[src/rtl/phys_free_list.sv]
// phys_free_list: circular free list of physical register tags for rename.
// Pops feed rename, retire pushes pd_old back, branch checkpoints save the
// read pointer so a mispredict returns wrong-path tags in one cycle.
// Optional macro FREE_LIST_DUP_CHECK_EN adds an is_free vector that drops
// double-frees and pulses err_double_free.
module phys_free_list #(
    parameter int unsigned NUM_PREGS  = 128,
    parameter int unsigned NUM_AREGS  = 32,
    parameter int unsigned CKPT_DEPTH = 4,
    localparam int unsigned PW = $clog2(NUM_PREGS),
    localparam int unsigned CW = $clog2(CKPT_DEPTH)
) (
    input  logic          clk,
    input  logic          reset,
    input  logic          alloc_req,
    output logic          alloc_ready,
    output logic [PW-1:0] alloc_preg,
    input  logic          release_valid,
    input  logic [PW-1:0] release_preg,
    input  logic          ckpt_save,
    input  logic [CW-1:0] ckpt_id,
    input  logic          restore,
    input  logic [CW-1:0] restore_id,
    output logic [PW-1:0] free_count,
    output logic          err_double_free
);

    localparam int unsigned DEPTH = NUM_PREGS - NUM_AREGS;
    localparam int unsigned AW    = $clog2(DEPTH);
    localparam int unsigned SW    = AW + 1;

    logic [PW-1:0] mem_q  [DEPTH];
    logic [PW-1:0] mem_d  [DEPTH];
    logic [AW-1:0] ckpt_q [CKPT_DEPTH];
    logic [AW-1:0] ckpt_d [CKPT_DEPTH];
    logic [AW-1:0] head_q, head_d;
    logic [AW-1:0] tail_q, tail_d;
    logic [PW-1:0] count_q, count_d;

    logic          pop_c;
    logic          push_c;
    logic          dup_c;
    logic [AW-1:0] saved_c;
    logic [AW-1:0] rollback_c;

    // Pointer increment with explicit wrap (DEPTH is not a power of two).
    function automatic logic [AW-1:0] ptr_inc(input logic [AW-1:0] p);
        return (p == AW'(DEPTH - 1)) ? '0 : p + AW'(1);
    endfunction

    // Forward distance from b to a around the ring.
    function automatic logic [AW-1:0] ptr_dist(input logic [AW-1:0] a, input logic [AW-1:0] b);
        if (a >= b) begin
            return a - b;
        end
        return AW'(SW'(a) + SW'(DEPTH) - SW'(b));
    endfunction

    assign alloc_ready = (count_q != '0);
    assign alloc_preg  = mem_q[head_q];
    assign free_count  = count_q;

    assign saved_c    = ckpt_q[restore_id];
    assign rollback_c = ptr_dist(head_q, saved_c);
    assign pop_c      = alloc_req && alloc_ready && !restore;

`ifdef FREE_LIST_DUP_CHECK_EN
    logic [NUM_PREGS-1:0] is_free_q, is_free_d;
    logic                 err_q, err_d;

    // Accept a push only for a non-zero tag that is not already free.
    always_comb begin
        dup_c  = release_valid && (release_preg != '0) && is_free_q[release_preg];
        push_c = release_valid && (release_preg != '0) && !is_free_q[release_preg];
    end

    // Track freeness: pop clears, push sets, restore rebuilds rolled-back range.
    always_comb begin
        is_free_d = is_free_q;
        err_d     = dup_c;
        if (pop_c) begin
            is_free_d[mem_q[head_q]] = 1'b0;
        end
        if (restore) begin
            for (int unsigned i = 0; i < DEPTH; i++) begin
                if (ptr_dist(AW'(i), saved_c) < rollback_c) begin
                    is_free_d[mem_q[i]] = 1'b1;
                end
            end
        end
        if (push_c) begin
            is_free_d[release_preg] = 1'b1;
        end
    end

    // Duplicate-check state registers.
    always_ff @(posedge clk) begin
        if (reset) begin
            is_free_q <= {{DEPTH{1'b1}}, {NUM_AREGS{1'b0}}};
            err_q     <= 1'b0;
        end else begin
            is_free_q <= is_free_d;
            err_q     <= err_d;
        end
    end

    assign err_double_free = err_q;
`else
    // Without the duplicate check every non-zero release is accepted.
    always_comb begin
        dup_c  = 1'b0;
        push_c = release_valid && (release_preg != '0);
    end

    assign err_double_free = dup_c;
`endif

    // Next-state for ring storage, pointers, count and checkpoints.
    always_comb begin
        mem_d   = mem_q;
        ckpt_d  = ckpt_q;
        head_d  = head_q;
        tail_d  = tail_q;
        count_d = count_q;
        if (push_c) begin
            mem_d[tail_q] = release_preg;
            tail_d        = ptr_inc(tail_q);
        end
        if (restore) begin
            head_d  = saved_c;
            count_d = count_q + PW'(rollback_c) + PW'(push_c);
        end else begin
            if (pop_c) begin
                head_d = ptr_inc(head_q);
            end
            count_d = count_q + PW'(push_c) - PW'(pop_c);
            if (ckpt_save) begin
                ckpt_d[ckpt_id] = head_d;
            end
        end
    end

    // State registers with synchronous reset.
    always_ff @(posedge clk) begin
        if (reset) begin
            for (int unsigned i = 0; i < DEPTH; i++) begin
                mem_q[i] <= PW'(NUM_AREGS + i);
            end
            for (int unsigned j = 0; j < CKPT_DEPTH; j++) begin
                ckpt_q[j] <= '0;
            end
            head_q  <= '0;
            tail_q  <= '0;
            count_q <= PW'(DEPTH);
        end else begin
            mem_q   <= mem_d;
            ckpt_q  <= ckpt_d;
            head_q  <= head_d;
            tail_q  <= tail_d;
            count_q <= count_d;
        end
    end

endmodule

[config.mk]
export PLATFORM = sky130hd
export DESIGN_NAME = phys_free_list
export DESIGN_NICKNAME = d
export VERILOG_FILES = /design/src/rtl/phys_free_list.sv
export SDC_FILE = /design/constraint.sdc
export NUM_CORES = 2
export LEC_CHECK = 0
export BUFFER_PORTS_ARGS = -buffer_cell sky130_fd_sc_hd__buf_2
export CORE_MARGIN = 1.5
export CORE_UTILIZATION = 30
export CTS_BUF_LIST = sky130_fd_sc_hd__clkbuf_16
export DETAILED_ROUTE_END_ITERATION = 10
export PLACE_DENSITY = 0.52
export RECOVER_POWER = 100
export SYNTH_ARGS = -nofsm -noshare
export SYNTH_HDL_FRONTEND = slang
export SYNTH_SLANG_ARGS = --single-unit
[constraint.sdc]
create_clock -name clk -period 4.4 [get_ports clk]
set_input_delay 0.22 -clock clk [delete_from_list [all_inputs] [get_ports clk]]
set_output_delay 0.22 -clock clk [all_outputs]
set_load 0.02 [all_outputs]
======== After elaboration in Yosys (flattened, before gate mapping) ========
Index checks and enable logic that the tools add are counted.
storage, ports and cells
  register bits after elaboration ......... 721
  bits of input ports ..................... 17
operators by class
  add/subtract/negate cells ............... 9
  magnitude comparators ................... 7
  eq/ne operators ......................... 2
  multiplexer cells ....................... 21
  bitwise logic cells ..................... 5
  reductions and logical operators ........ 9
operators with widths
  cell                                                                  count
  672-bit bitwise mux                                                   1
  7-bit 2-to-1 mux                                                      14
  7-bit binary-select mux with 7-bit select                             1
  7-bit demux with 7-bit select                                         1
  28-bit bitwise mux                                                    1
  8-bit >= comparator, second input constant                            2
  7-bit inverter with 8-bit output                                      2
  7-bit by 1-bit adder with 7-bit output                                2
  7-bit by 1-bit adder with 7-bit output, second input constant         2
  7-bit binary-select mux with 2-bit select                             1
  7-bit demux with 2-bit select                                         1
  7-bit equality test, second input constant                            2
  7-bit nonzero test                                                    2
  7-bit subtractor                                                      2
  8-bit by 1-bit < comparator with 1-bit output, second input constant  1
  7-bit adder                                                           1
  7-bit adder, second input constant                                    1
  7-bit >= comparator                                                   1
  7-bit by 1-bit subtractor with 7-bit output                           1
  3-bit >= comparator, second input constant                            2
  2-bit inverter with 3-bit output                                      2
  1-bit logical AND                                                     5
  3-bit by 1-bit < comparator with 1-bit output, second input constant  1
  2-bit AND reduction                                                   1
  other kinds (3)                                                       3

======== Longest topological paths before layout ========
  depth in word-level cells ............... 10
  mapped depth ............................ 21
  gate-level depth less buffers ........... 19

======== Least setup slack after synthesis ========
No wires, ideal clock.
  kind .................................... input to register
  start ................................... input port restore_id[0]
  end ..................................... register count_q[6], in the netlist free_count[6]
  library setup time ...................... 79 ps
  arrival time ............................ 3,875 ps
  slack ................................... 446 ps
  stages on the path ...................... 21
  cells stage by stage .................... clkbuf_1 -> mux4_2 -> inv_1 -> ha_1 -> inv_1 -> fa_1 -> nand2b_1 -> o21ai_0 -> o2bb2ai_1 -> clkbuf_1 -> nor2_1 -> a21o_1 -> inv_1 -> fa_1 -> nor2b_1 -> nor3_1 -> o21bai_1 -> a21oi_1 -> xor2_1 -> xnor2_1 -> a22oi_1
on the way
  cells in the longest elaborated chain, start to end .. 10
  elaborated cells on any way between the ends .. 13
  classes of those cells .................. add/sub (4); order compare (1); mux (7); bitwise (1)
ends and longest elaborated chain
  item                                                            RTL line  source
  start: declaration                                              23        input logic [CW-1:0] restore_id,
  2-bit inverter with 3-bit output (not written as such) *        63        assign saved_c = ckpt_q[restore_id];
  7-bit binary-select mux with 2-bit select *                     63
  7-bit 2-to-1 mux (not written as such) * (2 in a row)           63
  7-bit subtractor / 7-bit >= comparator (equally long branches)  54, 53
  7-bit 2-to-1 mux / 1-bit 2-to-1 mux (equally long branches)     53        if (a >= b) begin
  7-bit 2-to-1 mux *                                              56        return AW'(SW'(a) + SW'(DEPTH) - SW'(b));
  7-bit adder *                                                   131       count_d = count_q + PW'(rollback_c) + PW'(push_c);
  7-bit by 1-bit adder with 7-bit output *                        131
  7-bit 2-to-1 mux *                                              129       if (restore) begin
  end signal: assignment                                          154       count_q <= PW'(DEPTH);
  end signal: assignment                                          160       count_q <= count_d;
  end: declaration                                                38        logic [PW-1:0] count_q, count_d;
Every way passes the cells marked *; elsewhere a longest branch is shown, timed or not. The select of a mux whose other input is x is not followed.
A chain may end at the register's enable or synchronous reset.

======== Final worst setup path ========
  start ................................... register head_q[0]
  end ..................................... output port alloc_preg[1]
on the way
  cells in the longest elaborated chain, start to end .. 4
ends and longest elaborated chain
  item                                                    RTL line  source
  start: declaration                                      36        logic [AW-1:0] head_q, head_d;
  start signal: assignment                                152       head_q <= '0;
  start signal: assignment                                158       head_q <= head_d;
  7-bit inverter with 8-bit output (not written as such)  60        assign alloc_preg = mem_q[head_q];
  7-bit binary-select mux with 7-bit select               60
  7-bit 2-to-1 mux (not written as such) (2 in a row)     60
  end: declaration                                        17        output logic [PW-1:0] alloc_preg,
Every way passes these cells. The select of a mux whose other input is x is not followed.

==> flow_summary.ini <==
[clock_network]
cts_setup_buffers = 0
cts_buffer_depth = 3
cts_max_level = 3
tritoncts = built
ctsResizeCount = 0
cts.clk_slew.worst_paths_ps = 60
clk_latency_ps = 650
cts.sinks = 721
numCtsBuffers = 82
hold_buffers = 2
root_buffer = clkbuf_16

[finish]
fin_cells = 5197
multiInputGateArea_um2 = 17600
num-fill-cells = 11380
syn_to_final_growth_pct = 11.8
final_net_count = 3705
layout-drive-gt1-share_pct = 10.7
regArea_um2 = 14400

[die]
start_util_pct = 30.2
die_area_um2 = 114000
row_count = 122
core_um2 = 111000
die_h_um = 337
io_pins = 33
die_x_um = 337

[power_and_ir_drop]
p_int_uw = 10700
switching_share_pct = 26.3
total_leakage_power_uw = 0.0129
p_sw_uw = 3800
p_per_area_nw_per_um2 = 387
seq_power_share_pct = 45.8
power.share.combinational_pct = 9.6
pwr-share-clk_pct = 44.6
peakVddDrop_uv = 284

[job]
maxCapViolations = 4

[setup_path]
r2r_end = free_count[6]
startpoint = head_q[0]
r2r_setup_slack_ps = 680
worst_ep_required_time_ps = 4180
endpoint = alloc_preg[1]
worstSetupStartpointType = flip-flop
cp_max_fo = 17
slowest_delay_ps = 610
r2r_cells = 19
cp_slowest_cell = dfxtp_4
timing.rr.start = ckpt_q[1]
criticalPathCategory = flip-flop to output port
cp.arrival_ps = 3960
cpMostUsedCell = mux4_2
endpoint_kind = output port
crit_chain = clkbuf_2 -> mux4_2 -> mux4_2 -> and3_1 -> a31oi_1 -> nand4_1 -> buf_2

[synthesis]
synth_top_area_share_pct = 43.1
async_reset_ff_share_pct = 0
ys_top_cells_by_area = dfxtp_1, mux4_2, nand2_1
ys_types = 61
synth_seq_cells = 721
synth_edf_count = 0
mappedNetlistArea_um2 = 33500
syn_nets = 3798
ys.flop_type = dfxtp_1
avgSynthCellArea_um2 = 8.94
ys_seq_area_share_pct = 43.1
synth_most_common_cell = nand2_1
synth_common_cells = nand2_1, dfxtp_1, a21oi_1, nand3b_1, clkbuf_1
synth.largest_area_cell = dfxtp_1
yosys_warnings = 0
syn_inst = 3741

[global_routing]
antenna_found_initial = 5
grt_pass1_wl_mm = 166
grt.overflow.total = 0
grt_pass1_vias = 26232
grtUsageTotal_pct = 19.1
grt_max_degree = 138

[placement]
place.gp.congestion = 0.847
hpwl_mm = 68.2
placedCellCount = 5050
io_buffers = 31

[routing]
finalWirelength_mm = 110
ant_nets = 0
route.detailed.drc = 0
drt_iter0_drc = 2509
vias_per_cell = 5.27
vias = 27397
drt-pass1-iter-count = 9
wire_per_inst_um = 21.1

[min_path]
hold_depth = 2
hold_path.class = primary input to flip-flop

[sta]
final_period_minus_worst_setup_slack_ps = 4180
grt_setup_unrepaired = false
tightest_slew_ps = 2030
report.final.hold_viol_count = 0
max_slew_margin_pct = -35.1
max_freq_mhz = 239
period_share_pct = 95.1
clock_skew_ps = 35.2
finalSetupTns_ps = 0
finalSetupViolations = 0
finalMaxSlewViolations = 69

[run_status]
status = finished, violations left
failed_checks = max-capacitance violations, max-slew violations
-- logic make-up (layout without fill, tap and decap cells) --
family | after synthesis | count (layout) | share of synthesized area, %
multiplexers | 219 | 219 | 13.6
adder cells (fa/ha/maj) | 40 | 40 | 1.70
XOR/XNOR | 22 | 22 | 0.576
other | 1 | 3 | 0.0112
buffers and inverters | 348 | 314 | 4.36
AO/OA/AOI/OAI | 782 | 782 | 14.3
flip-flops | 721 | 721 | 43.1
AND/OR/NAND/NOR | 1608 | 1608 | 22.4
-- metrics by stage --
stage / cell area [um^2] / hold WS [ps] / utilization, % / setup WS [ps] / power (uW)
floorplan: 33500 / 432 / - / 446 / 7730
global placement: 35100 / 439 / 31.7 / 414 / 8170
detailed placement: 35100 / 444 / 31.7 / 409 / 8170
CTS: 37600 / 105 / 34.0 / 329 / 14600
global route: 37400 / 142 / 33.8 / 137 / 15000
finish: 37400 / 90.5 / 33.8 / 216 / 14500
-- power groups by stage --
stage | logic (uW) | clock network (uW) | registers, uW
after floorplan | 958 | 0 | 6780
after global placement | 1400 | 0 | 6770
after detailed placement | 1400 | 0 | 6770
after CTS | 1400 | 6570 | 6630
after global routing | 1500 | 6840 | 6630
final | 1390 | 6450 | 6630
-- cells in the final DEF, fill, tap and decap left out, types with 31 or more instances in the layout --
| master | netlist | layout |
|---|---|---|
| o21ai_1 | 52 | 52 |
| nor2b_1 | 169 | 169 |
| clkbuf_1 | 200 | 43 |
| ha_1 | 31 | 31 |
| o21ai_0 | 142 | 142 |
| a211oi_1 | 34 | 34 |
| mux2i_1 | 31 | 31 |
| nand3_1 | 43 | 43 |
| buf_4 | 17 | 64 |
| nor2_1 | 178 | 195 |
| dfxtp_1 | 721 | 718 |
| inv_1 | 35 | 56 |
| nand2_1 | 934 | 932 |
| nand3b_1 | 206 | 206 |
| a211o_1 | 161 | 161 |
| mux4_2 | 188 | 188 |
| clkbuf_16 | 0 | 85 |
| a21oi_1 | 324 | 324 |
-- flip-flops by register name, indices dropped and copies added, names as in the netlist --
signal / count
mem_q: 672
tail_q: 7
head_q: 7
free_count: 7
ckpt_q: 28
-- routing by layer --
layer	up-vias	share of wire, %	global-route usage (%)
met5	-	0.012	0
met4	2	2.7	6.17
met3	158	7.1	3.55
met2	880	45	29.6
met1	13507	45	26.5
li1	12850	-	-
-- worst min-delay path by stage --
stage,start,endpoint,slack (ps)
CTS,ckpt_id[1],ckpt_q[16],110
finish,reset,mem_q[330],90
floorplan,mem_q[6],mem_q[6],430
global placement,mem_q[59],mem_q[59],440
global route,ckpt_id[1],ckpt_q[16],140
detailed placement,mem_q[290],mem_q[290],440
-- cell type report --
cell class                      count  area share (%)
Multi-Input combinational cell   2672            46.9
Sequential cell                   721            38.6
Clock buffer                       85            5.68
Tap cell                         1488            4.97
Timing Repair Buffer              135            2.54
Clock inverter                     58           0.919
Inverter                           36           0.361
Antenna cell                        2          0.0134
-- worst max-delay path: cells and delay by family, from the launching register on --
family | cells | cell delay, ps
mux | 2 | 1060
buf+inv | 2 | 670
flops | 1 | 610
simple gates | 2 | 560
compound gates | 1 | 390
No activity file was read; power rests on OpenSTA's default activity.
